## src/rtl/pipelined_addsub_if.sv

```systemverilog
// -----------------------------------------------------------------------------
// pipelined_addsub_if
//
// Purpose:
//    Bundles the operand-side and result-side valid/ready handshakes of
//    pipelined_addsub into one interface.
//
// Signals:
//    in_valid   operand beat valid                    (master -> slave)
//    in_ready   block can accept a beat this cycle    (slave  -> master)
//    a, b       operands, DATA_WIDTH bits             (master -> slave)
//    cin        carry-in (add) / borrow-in (sub)      (master -> slave)
//    sub        0: a+b+cin, 1: a-b-cin                (master -> slave)
//    out_valid  result beat valid                     (slave  -> master)
//    out_ready  consumer accepts result this cycle    (master -> slave)
//    sum        result, DATA_WIDTH bits               (slave  -> master)
//    cout       chain carry-out (sub: 1 = no borrow)  (slave  -> master)
//    ovf        signed two's-complement overflow      (slave  -> master)
//
// Modports:
//    master  the side that supplies operands and consumes results
//    slave   the adder itself
// -----------------------------------------------------------------------------
interface pipelined_addsub_if #(
   parameter int DATA_WIDTH = 16
);
   logic                  in_valid;
   logic                  in_ready;
   logic [DATA_WIDTH-1:0] a;
   logic [DATA_WIDTH-1:0] b;
   logic                  cin;
   logic                  sub;
   logic                  out_valid;
   logic                  out_ready;
   logic [DATA_WIDTH-1:0] sum;
   logic                  cout;
   logic                  ovf;

   modport master (
      output in_valid, a, b, cin, sub, out_ready,
      input  in_ready, out_valid, sum, cout, ovf
   );

   modport slave (
      input  in_valid, a, b, cin, sub, out_ready,
      output in_ready, out_valid, sum, cout, ovf
   );
endinterface

```

## src/rtl/pipelined_addsub.sv

```systemverilog
// -----------------------------------------------------------------------------
// pipelined_addsub
//
// Purpose:
//    Pipelined adder/subtractor. The DATA_WIDTH carry chain is cut into
//    STAGES chunks of CW = DATA_WIDTH/STAGES bits; stage k adds chunk k using
//    the carry registered by stage k-1, so each stage is a CW-bit adder.
//    Subtraction is done as a + ~b + ~cin. One result per clock, latency of
//    exactly STAGES cycles when the consumer never stalls.
//
// Parameters:
//    DATA_WIDTH  operand/result width (must be divisible by STAGES)
//    STAGES      number of register stages (1 = single registered adder)
//
// Ports:
//    clk    sole clock, rising edge
//    rst_n  asynchronous active-low reset; flushes every in-flight beat
//    bus    pipelined_addsub_if.slave: in_valid/in_ready/a/b/cin/sub on the
//           operand side, out_valid/out_ready/sum/cout/ovf on the result side
//
// Configuration:
//    PIPELINED_ADDSUB_SAT_EN  when defined, the last stage clamps sum to the
//                             largest positive / most negative value on
//                             signed overflow (cout and ovf unchanged).
//                             Undefined: sum is the raw wrapped result.
//
// Flow control:
//    Stage k loads when it is empty or when its contents move on this cycle
//    (stage k+1 loads, or for the last stage the result is accepted). This
//    collapses bubbles and gives in_ready = stage 0 may load, which is a
//    combinational function of out_ready through the ready chain.
// -----------------------------------------------------------------------------
module pipelined_addsub #(
   parameter int DATA_WIDTH = 16,
   parameter int STAGES     = 4
) (
   input  logic              clk,
   input  logic              rst_n,
   pipelined_addsub_if.slave bus
);

   localparam int CW  = DATA_WIDTH / STAGES;
   localparam int MSB = DATA_WIDTH - 1;

   typedef logic [DATA_WIDTH-1:0] word_t;

   // Everything a beat carries down the pipe. Full operands travel along so
   // later stages can pick their chunk; res fills in chunk by chunk.
   typedef struct packed {
      word_t a;      // operand A
      word_t bx;     // operand B, already inverted in sub mode
      word_t res;    // result chunks computed so far
      logic  carry;  // carry out of the most recent chunk
      logic  ovf;    // signed overflow, meaningful in the last stage only
   } beat_t;

`ifdef PIPELINED_ADDSUB_SAT_EN
   localparam word_t SAT_POS = {1'b0, {(DATA_WIDTH-1){1'b1}}};
   localparam word_t SAT_NEG = {1'b1, {(DATA_WIDTH-1){1'b0}}};
`endif

   beat_t               stage_q [STAGES];  // per-stage beat registers
   logic [STAGES-1:0]   valid_q;           // per-stage occupancy
   beat_t               src     [STAGES];  // beat presented to stage k
   beat_t               stage_d [STAGES];  // stage k's value after its add
   logic [STAGES-1:0]   vin;               // valid presented to stage k
   logic [STAGES:0]     en;                // stage k may load this cycle
   logic [CW:0]         chunk_sum;

   // --------------------------------------------------------------------------
   // Ready chain, per-stage sources and per-stage chunk adders
   // --------------------------------------------------------------------------
   always_comb begin
      // NOTE: every signal written here gets a default before any branch or
      // loop touches it, so no latch can be inferred.
      en        = '0;
      vin       = '0;
      chunk_sum = '0;
      for (int k = 0; k < STAGES; k++) begin
         src[k]     = '0;
         stage_d[k] = '0;
      end

      // Walk from the output back to the input: a stage can load if it is
      // empty or its occupant leaves this cycle.
      en[STAGES] = bus.out_ready;
      for (int k = STAGES - 1; k >= 0; k--) begin
         en[k] = !valid_q[k] || en[k+1];
      end

      // Stage 0 sees the raw operands, with B and the carry-in inverted in
      // sub mode; every later stage sees its predecessor's register.
      vin[0]       = bus.in_valid;
      src[0].a     = bus.a;
      src[0].bx    = bus.sub ? ~bus.b : bus.b;
      src[0].res   = '0;
      src[0].carry = bus.cin ^ bus.sub;
      src[0].ovf   = 1'b0;
      for (int k = 1; k < STAGES; k++) begin
         vin[k] = valid_q[k-1];
         src[k] = stage_q[k-1];
      end

      // Each stage adds its own CW-bit chunk and passes the carry on.
      for (int k = 0; k < STAGES; k++) begin
         chunk_sum = {1'b0, src[k].a[k*CW +: CW]}
                   + {1'b0, src[k].bx[k*CW +: CW]}
                   + {{CW{1'b0}}, src[k].carry};
         stage_d[k]                 = src[k];
         stage_d[k].res[k*CW +: CW] = chunk_sum[CW-1:0];
         stage_d[k].carry           = chunk_sum[CW];
      end

      // The last stage has the complete result: overflow when both addends
      // share a sign and the result's sign differs from it.
      stage_d[STAGES-1].ovf =
         (stage_d[STAGES-1].a[MSB] == stage_d[STAGES-1].bx[MSB]) &&
         (stage_d[STAGES-1].res[MSB] != stage_d[STAGES-1].a[MSB]);

`ifdef PIPELINED_ADDSUB_SAT_EN
      // Clamp towards the sign of A, which is also the sign of the true
      // (unwrapped) result whenever overflow occurred.
      if (stage_d[STAGES-1].ovf) begin
         stage_d[STAGES-1].res = stage_d[STAGES-1].a[MSB] ? SAT_NEG : SAT_POS;
      end
`endif
   end

   // --------------------------------------------------------------------------
   // Stage registers
   // --------------------------------------------------------------------------
   always_ff @(posedge clk or negedge rst_n) begin
      if (!rst_n) begin
         valid_q <= '0;
         // NOTE: the beat registers are ordinary flops, not a RAM, and they
         // drive sum/cout/ovf directly, so they are reset too; that makes the
         // result outputs read 0 out of reset.
         for (int k = 0; k < STAGES; k++) begin
            stage_q[k] <= '0;
         end
      end else begin
         // NOTE: non-blocking updates let every stage capture its
         // predecessor's pre-edge contents, which is what makes the chain a
         // pipeline rather than a single long combinational path.
         for (int k = 0; k < STAGES; k++) begin
            if (en[k]) begin
               valid_q[k] <= vin[k];
               // Data only moves with a real beat; while a stage is stalled
               // its contents (and so the outputs) hold.
               if (vin[k]) begin
                  stage_q[k] <= stage_d[k];
               end
            end
         end
      end
   end

   // --------------------------------------------------------------------------
   // Outputs
   // --------------------------------------------------------------------------
   assign bus.in_ready  = en[0];
   assign bus.out_valid = valid_q[STAGES-1];
   assign bus.sum       = stage_q[STAGES-1].res;
   assign bus.cout      = stage_q[STAGES-1].carry;
   assign bus.ovf       = stage_q[STAGES-1].ovf;

endmodule

```

## src/flat_wrapper.sv

```systemverilog
// flat-port wrapper written by rule: the top's interface ports become plain ports
module pipelined_addsub_flat 
#(
   parameter int DATA_WIDTH = 16,
   parameter int STAGES     = 4
)
  (clk, rst_n, bus_in_valid, bus_a, bus_b, bus_cin, bus_sub, bus_out_ready, bus_in_ready, bus_out_valid, bus_sum, bus_cout, bus_ovf);
  pipelined_addsub_if #(.DATA_WIDTH(DATA_WIDTH)) bus_i ();
  input  logic clk;
  input  logic rst_n;
  input wire logic [$bits(bus_i.in_valid)-1:0] bus_in_valid;
  input wire logic [$bits(bus_i.a)-1:0] bus_a;
  input wire logic [$bits(bus_i.b)-1:0] bus_b;
  input wire logic [$bits(bus_i.cin)-1:0] bus_cin;
  input wire logic [$bits(bus_i.sub)-1:0] bus_sub;
  input wire logic [$bits(bus_i.out_ready)-1:0] bus_out_ready;
  output wire logic [$bits(bus_i.in_ready)-1:0] bus_in_ready;
  output wire logic [$bits(bus_i.out_valid)-1:0] bus_out_valid;
  output wire logic [$bits(bus_i.sum)-1:0] bus_sum;
  output wire logic [$bits(bus_i.cout)-1:0] bus_cout;
  output wire logic [$bits(bus_i.ovf)-1:0] bus_ovf;
  assign bus_i.in_valid = bus_in_valid;
  assign bus_i.a = bus_a;
  assign bus_i.b = bus_b;
  assign bus_i.cin = bus_cin;
  assign bus_i.sub = bus_sub;
  assign bus_i.out_ready = bus_out_ready;
  assign bus_in_ready = bus_i.in_ready;
  assign bus_out_valid = bus_i.out_valid;
  assign bus_sum = bus_i.sum;
  assign bus_cout = bus_i.cout;
  assign bus_ovf = bus_i.ovf;
  pipelined_addsub #(.DATA_WIDTH(DATA_WIDTH), .STAGES(STAGES)) u_core (.clk(clk), .rst_n(rst_n), .bus(bus_i));
endmodule
```

## config.mk

```make
export PLATFORM = sky130hd
export DESIGN_NAME = pipelined_addsub_flat
export DESIGN_NICKNAME = d
export VERILOG_FILES = /design/src/rtl/pipelined_addsub_if.sv /design/src/rtl/pipelined_addsub.sv /design/src/flat_wrapper.sv
export SDC_FILE = /design/constraint.sdc
export NUM_CORES = 1
export LEC_CHECK = 0
export CORE_MARGIN = 2
export CORE_UTILIZATION = 43
export CTS_BUF_LIST = sky130_fd_sc_hd__clkbuf_4
export CTS_CLUSTER_SIZE = 20
export DETAILED_ROUTE_END_ITERATION = 16
export PLACE_DENSITY = 0.75
export SLEW_MARGIN = 20
export SYNTH_ARGS = -nofsm -noshare
export SYNTH_HDL_FRONTEND = slang
export SYNTH_SLANG_ARGS = --single-unit
```

## constraint.sdc

```tcl
create_clock -name clk -period 3.7 [get_ports clk]
set_input_delay 0.37 -clock clk [delete_from_list [all_inputs] [get_ports clk]]
set_output_delay 0.37 -clock clk [all_outputs]
set_load 0.02 [all_outputs]
```

==> load_flow_metrics.sql, run 1 <==
INSERT INTO impl_metrics (metric_group, metric, value, unit) VALUES
('yosys', 'syn-mean-instance-area', '13.8', 'sq um'),
('global_routing', 'grt_start_max_net_pins', '40', ''),
('cells_and_area', 'finish.net_count', '427', ''),
('yosys', 'synth_top_cells_by_area', 'dfrtp_1 (57%), mux2_2 (15%), fa_1 (3.8%), ha_1 (3.5%), xnor2_1 (3.1%)', ''),
('outcome', 'status', 'complete, no violations', ''),
('worst_setup_path', 'regToRegSetupSlack', '1.79', 'ns'),
('yosys', 'synth-seq-area-share', '0.572', ''),
('timing', 'rsz_0062_raised_after_global_routing', 'no', ''),
('timing', 'final_hold_vio_count', '0', ''),
('timing', 'final_setup_violation_count', '0', ''),
('clock_tree', 'cts.path.max_buffers', '2', ''),
('cells_and_area', 'layout.core_utilization', '0.530', ''),
('worst_setup_path', 'cp_data_arrival_time', '1.89', 'ns'),
('floorplan', 'die_w', '103', 'microns'),
('clock_tree', 'clockRootBuffer', 'clkbuf_4', ''),
('route', 'drt-initial-drc-count', '64', ''),
('timing', 'fin_worst_skew', '0.0134', 'ns'),
('clock_tree', 'clock_h_tree_levels', '3', ''),
('floorplan', 'core-area', '9680', 'sq um'),
('cells_and_area', 'area_growth', '20.9', '%'),
('timing', 'slew_headroom', '0.352', ''),
('route', 'dr_total_vias', '2395', ''),
('route', 'postRouteWirelength', '6780', 'microns'),
('worst_setup_path', 'critical_path.max_fanout', '4', ''),
('clock_tree', 'tritoncts', 'built', ''),
('clock_tree', 'worst_setup_hold_path_clk_slew', '0.14', 'ns'),
('global_routing', 'grt_pass1_wl', '11800', 'microns'),
('route', 'route.detailed.vias_per_inst', '4.71', ''),
('timing', 'timing_worst_slew_pin_value', '0.969', 'ns'),
('timing', 'final.setup.tns', '0', 'ns'),
('power_and_ir_drop', 'ir_worst_vdd', '0.226', 'mV'),
('floorplan', 'dieHeight', '103', 'microns'),
('worst_setup_path', 'end_kind', 'primary output', ''),
('place', 'placed_area', '4940', 'sq um'),
('timing', 'achievable-frequency', '442', 'MHz'),
('timing', 'layout_setup_ws', '1.44', 'ns'),
('global_routing', 'overall_routing_resource_usage', '0.143', ''),
('place', 'post-place-ws', '1.02', 'ns'),
('timing', 'clock_period_minus_worst_slack', '2.26', 'ns'),
('yosys', 'synth-warning-count', '0', ''),
('run', 'drv_cap', '0', ''),
('floorplan', 'die_area', '10700', 'sq um'),
('cells_and_area', 'layout.cell_area.non_filler', '5130', 'sq um'),
('route', 'wl_per_cell', '13.3', 'microns'),
('timing', 'fin_hold_ws', '0.338', 'ns'),
('route', 'drt-pass1-iter-count', '4', ''),
('clock_tree', 'post_cts_resized', '0', ''),
('floorplan', 'floorplan.initialDensity', '0.438', ''),
('yosys', 'yosys.cell_types.count', '24', ''),
('worst_setup_path', 'critPathTopFamily', 'buffers and inverters', ''),
('yosys', 'synth_seq_cells', '97', ''),
('worst_setup_path', 'r2r-start', 'u_core.valid_q[2]', ''),
('worst_setup_path', 'worstSetupStartpointType', 'flip-flop', ''),
('cells_and_area', 'layout-drive-gt1-share', '0.217', ''),
('power_and_ir_drop', 'leakage', '2.24', 'nW'),
('yosys', 'netlist_area', '4240', 'sq um'),
('worst_setup_path', 'crit_path_cell_trace', 'nand4b_4 -> or2_2 -> clkdlybuf4s50_1', ''),
('clock_tree', 'post_cts_buffers', '0', ''),
('yosys', 'synth_enable_flop_cells', '0', ''),
('worst_setup_path', 'worst_path_bufs_invs', '1', ''),
('worst_setup_path', 'regToRegEndpoint', 'u_core.src[147]', ''),
('place', 'dp_hpwl', '5000', 'microns'),
('global_routing', 'initial_antenna_violation_count', '0', ''),
('worst_setup_path', 'worst_ep_required_time', '3.33', 'ns'),
('timing', 'final_period_util', '0.612', ''),
('yosys', 'post-synth-top-count-cell', 'dfrtp_1', ''),
('floorplan', 'top_level_ports', '58', ''),
('yosys', 'share_of_synthesized_registers_carrying_an_async_set_or_reset', '1.00', ''),
('worst_setup_path', 'timing.setup.critical_path_class', 'reg2out', ''),
('yosys', 'post_synth_inst_count', '307', ''),
('place', 'port-buffer-count', '57', '');
## sequential cells by signal (all words and copies together), names as in the netlist
| register | count |
|---|---|
| u_core.bus.sum | 16 |
| u_core.src | 75 |
| u_core.bus.ovf | 1 |
| u_core.valid_q | 4 |
| u_core.bus.cout | 1 |
## timing repair
item / CTS / global route
endpoints found under the hold margin: 20 / 0
hold buffers: 1 / 0
endpoints found under the setup margin: 0 / 0
## routing by layer
metal  GRT usage  vias to the layer above  part of all wire
met2       0.221                       46              0.45
met5           0                        -                 0
met4      0.0587                        0             0.020
li1            -                     1184                 -
met1       0.199                     1156              0.49
met3      0.0296                        9             0.034
## worst reg2reg max path, delay by kind of cell (launching register included)
family             cells  cell delay (ns)
AOI/OAI and AO/OA      1             0.77
DFF                    1             0.46
muxes                  1             0.43
and+or+nand+nor        1             0.16
## power breakdown
part | switching (mW) | total [mW] | internal, mW | leakage (nW)
clock network | 0.330 | 0.677 | 0.347 | 0.0957
registers | 0.219 | 1.64 | 1.43 | 1.16
logic | 0.529 | 1.19 | 0.658 | 0.991
total | 1.08 | 3.51 | 2.43 | 2.24
## how the worst max path moves through the flow
stage | start | end | slack, ns | cells past startpoint
finish | u_core.valid_q[2] | bus_in_ready | 1.44 | 3
global route | u_core.valid_q[3] | bus_in_ready | 1.33 | 3
CTS | u_core.valid_q[2] | bus_in_ready | 1.40 | 3
detailed placement | bus_sub | u_core.src[101] | 1.02 | 8
global placement | bus_sub | u_core.src[101] | 1.09 | 8
floorplan | bus_sub | u_core.src[101] | 1.42 | 8
## cell usage in the layout, fill, tap and decap left out, types with 8 or more instances in the layout
cell / synthesis / final
dfrtp_1: 97 / 97
mux2_2: 57 / 57
clkdlybuf4s50_1: 0 / 56
nand2_1: 29 / 29
o21ai_0: 25 / 25
xnor2_1: 15 / 15
ha_1: 12 / 12
xor2_1: 11 / 11
mux2_1: 10 / 10
clkbuf_4: 0 / 10
a21o_1: 8 / 8
a21oi_1: 8 / 8
fa_1: 8 / 8
## logic make-up (layout without fill, tap and decap cells)
group | after synthesis | after routing | share of synthesized area
compound gates | 43 | 43 | 0.0587
xor+xnor | 26 | 26 | 0.0537
fa+ha+maj | 20 | 20 | 0.0731
buf+inv | 17 | 84 | 0.0230
flops | 97 | 97 | 0.572
mux | 67 | 67 | 0.178
other cells | 0 | 1 | 0
simple gates | 37 | 37 | 0.0419
## per-stage QoR
stage	power [mW]	std cells
floorplan	2.42	307
global placement	2.80	490
detailed placement	2.87	490
CTS	3.54	507
global route	3.76	507
finish	3.51	508
## layout make-up
class | count | area, sq um | share of cell area
clock buffers | 10 | 75.1 | 0.0146
flip-flops and latches | 97 | 2430 | 0.473
inverters | 5 | 18.8 | 0.00366
clock inverters | 6 | 106 | 0.0207
diodes | 1 | 2.50 | 0.000488
well taps | 133 | 166 | 0.0324
repair buffers | 63 | 616 | 0.120
multi-input cells | 193 | 1720 | 0.335
No activity file was read; power rests on OpenSTA's default activity.
==> run 2: changes to the inputs <==
Settings changed: PLACE_DENSITY 0.75 to 0.78.
Clock period 3.7 ns to 1.95 ns, I/O delays scaled along.
==> load_flow_metrics.sql, run 2 (synthesis results as in run 1) <==
INSERT INTO impl_metrics (metric_group, metric, value, unit) VALUES
('power_and_ir_drop', 'ir_worst_vdd', '0.413', 'mV'),
('timing', 'timing.final.max_slew_violations', '0', ''),
('global_routing', 'overall_routing_resource_usage', '0.145', ''),
('floorplan', 'die_w', '103', 'microns'),
('clock_tree', 'cts.path.max_buffers', '2', ''),
('route', 'dr_total_vias', '2425', ''),
('timing', 'rsz_0062_raised_after_global_routing', 'no', ''),
('route', 'wl_per_cell', '13.2', 'microns'),
('route', 'drt-pass1-iter-count', '6', ''),
('global_routing', 'number_of_global_route_vias_before_repair', '2526', ''),
('worst_setup_path', 'setup.worst_path.start', 'u_core.valid_q[2]', ''),
('floorplan', 'die_area', '10700', 'sq um'),
('global_routing', 'grt_pass1_wl', '11800', 'microns'),
('route', 'postRouteWirelength', '6800', 'microns'),
('worst_setup_path', 'r2r-start', 'u_core.src[51]', ''),
('cells_and_area', 'commonest_non_fill_non_tap_cells_in_the_layout', 'dfrtp_1 (97), mux2_2 (57), clkdlybuf4s50_1 (55)', ''),
('worst_setup_path', 'regToRegSetupSlack', '0.16', 'ns'),
('floorplan', 'top_level_ports', '58', ''),
('timing', 'timing_worst_slew_pin_value', '0.365', 'ns'),
('worst_setup_path', 'worst_ep_required_time', '1.75', 'ns'),
('route', 'drt-initial-drc-count', '39', ''),
('timing', 'achievable-frequency', '549', 'MHz'),
('outcome', 'status', 'complete, no violations', ''),
('worst_setup_path', 'regToRegEndpoint', 'u_core.src[1]', ''),
('global_routing', 'initial_antenna_violation_count', '1', ''),
('timing', 'final_hold_vio_count', '0', ''),
('global_routing', 'grt_overflow', '0', ''),
('floorplan', 'core-area', '9680', 'sq um'),
('run', 'drv_cap', '0', ''),
('worst_setup_path', 'r2r_cells', '5', ''),
('clock_tree', 'clk-insertion-delay-late', '0.44', 'ns'),
('cells_and_area', 'area_growth', '22.4', '%'),
('clock_tree', 'tritoncts.num_buffers', '9', ''),
('route', 'drt.antenna.violating_nets', '0', ''),
('floorplan', 'num_rows', '36', ''),
('worst_setup_path', 'cp_data_arrival_time', '1.62', 'ns'),
('clock_tree', 'clock-sinks', '97', ''),
('global_routing', 'grt_start_max_net_pins', '50', ''),
('route', 'post_detailed_route_drc_marker_count', '0', ''),
('cells_and_area', 'largest_register_ff_count', '75', ''),
('worst_setup_path', 'end_kind', 'primary output', ''),
('timing', 'final_setup_violation_count', '0', ''),
('place', 'post-place-ws', '-0.261', 'ns'),
('worst_setup_path', 'crit_path_top_delay_cell', 'dfrtp_1', ''),
('cells_and_area', 'layout.cells.most_common', 'dfrtp_1', ''),
('timing', 'final_period_util', '0.933', ''),
('timing', 'slew_headroom', '0.757', ''),
('clock_tree', 'clockRootBuffer', 'clkbuf_4', ''),
('clock_tree', 'tritoncts', 'built', ''),
('place', 'post-place-cells', '497', ''),
('cells_and_area', 'finish.net_count', '436', ''),
('route', 'route.detailed.vias_per_inst', '4.70', ''),
('worst_setup_path', 'crit_path_cell_trace', 'nand4b_4 -> or2_2 -> dlygate4sd2_1', ''),
('timing', 'clock_period_minus_worst_slack', '1.82', 'ns'),
('min_path', 'hold_path.class', 'in2async', ''),
('worst_setup_path', 'worstSetupStartpointType', 'flip-flop', ''),
('worst_setup_path', 'timing_endpoint_of_the_critical_path', 'bus_in_ready', ''),
('power_and_ir_drop', 'leakage', '2.28', 'nW'),
('timing', 'fin_worst_skew', '0.0159', 'ns'),
('worst_setup_path', 'timing.setup.critical_path_class', 'reg2out', ''),
('timing', 'layout_setup_ws', '0.130', 'ns'),
('place', 'gp_congestion', '0.707', ''),
('cells_and_area', 'layout-drive-gt1-share', '0.241', ''),
('worst_setup_path', 'cp_slowest_stage_delay', '0.44', 'ns'),
('floorplan', 'floorplan.initialDensity', '0.438', ''),
('cells_and_area', 'fill_cells', '784', ''),
('floorplan', 'dieHeight', '103', 'microns'),
('cells_and_area', 'finalNonFillerCells', '516', ''),
('place', 'dp_hpwl', '5070', 'microns'),
('place', 'port-buffer-count', '57', ''),
('clock_tree', 'worst_setup_hold_path_clk_slew', '0.14', 'ns'),
('power_and_ir_drop', 'p_per_area', '1230', 'nW/um^2'),
('clock_tree', 'clock_h_tree_levels', '3', ''),
('worst_setup_path', 'critical_path.max_fanout', '4', '');
[run 2: routing by layer]
layer / global-route usage / vias up / share of wire
met2: 0.224 / 39 / 0.47
met3: 0.0356 / 11 / 0.032
met4: 0.0709 / 0 / 0.020
met1: 0.194 / 1175 / 0.47
met5: 0 / - / 0
li1: - / 1200 / -
[run 2: power by group]
part	internal [mW]	switching [mW]	leakage (nW)
Combinational	1.30	1.01	1.05
Sequential	2.71	0.405	1.16
Clock	0.387	0.606	0.0711
[run 2: critical path: cells and delay by family, from the launching register on]
family | cells | cell delay (ns)
buf+inv | 1 | 0.32
flops | 1 | 0.44
simple gates | 2 | 0.41
[run 2: final cells by class]
type,count,area (sq um),area share
clock inverters,5,47.5,0.00915
inverters,5,18.8,0.00361
clock buffers,10,75.1,0.0144
well taps,133,166,0.0320
flip-flops and latches,97,2430,0.467
multi-input cells,193,1730,0.332
diodes,1,2.50,0.000482
repair buffers,72,732,0.141
[run 2: worst min-delay path by stage]
| stage | slack [ns] | cells past startpoint | end | start |
|---|---|---|---|---|
| floorplan | -0.10 | 0 | u_core.bus.cout | rst_n |
| global placement | 0.13 | 1 | u_core.src[102] | rst_n |
| detailed placement | 0.14 | 1 | u_core.src[102] | rst_n |
| CTS | 0.19 | 2 | u_core.src[92] | rst_n |
| global route | 0.21 | 2 | u_core.src[102] | rst_n |
| finish | 0.20 | 2 | u_core.src[102] | rst_n |
[run 2: repair_timing]
item	CTS	global route
gates resized for setup	1	1
endpoints found under the setup margin	1	1
hold buffers	1	0
hold endpoints to repair	26	0
buffers inserted	1	1
[run 2: metrics by stage]
stage	hold slack (ns)	area, sq um	setup TNS, ns	utilization	power, mW
floorplan	-0.101	4260	0	-	4.59
global placement	0.133	5040	-0.669	0.521	5.36
detailed placement	0.138	5040	-0.927	0.521	5.49
CTS	0.191	5180	0	0.535	6.47
global route	0.211	5200	0	0.537	6.88
finish	0.200	5200	0	0.537	6.41
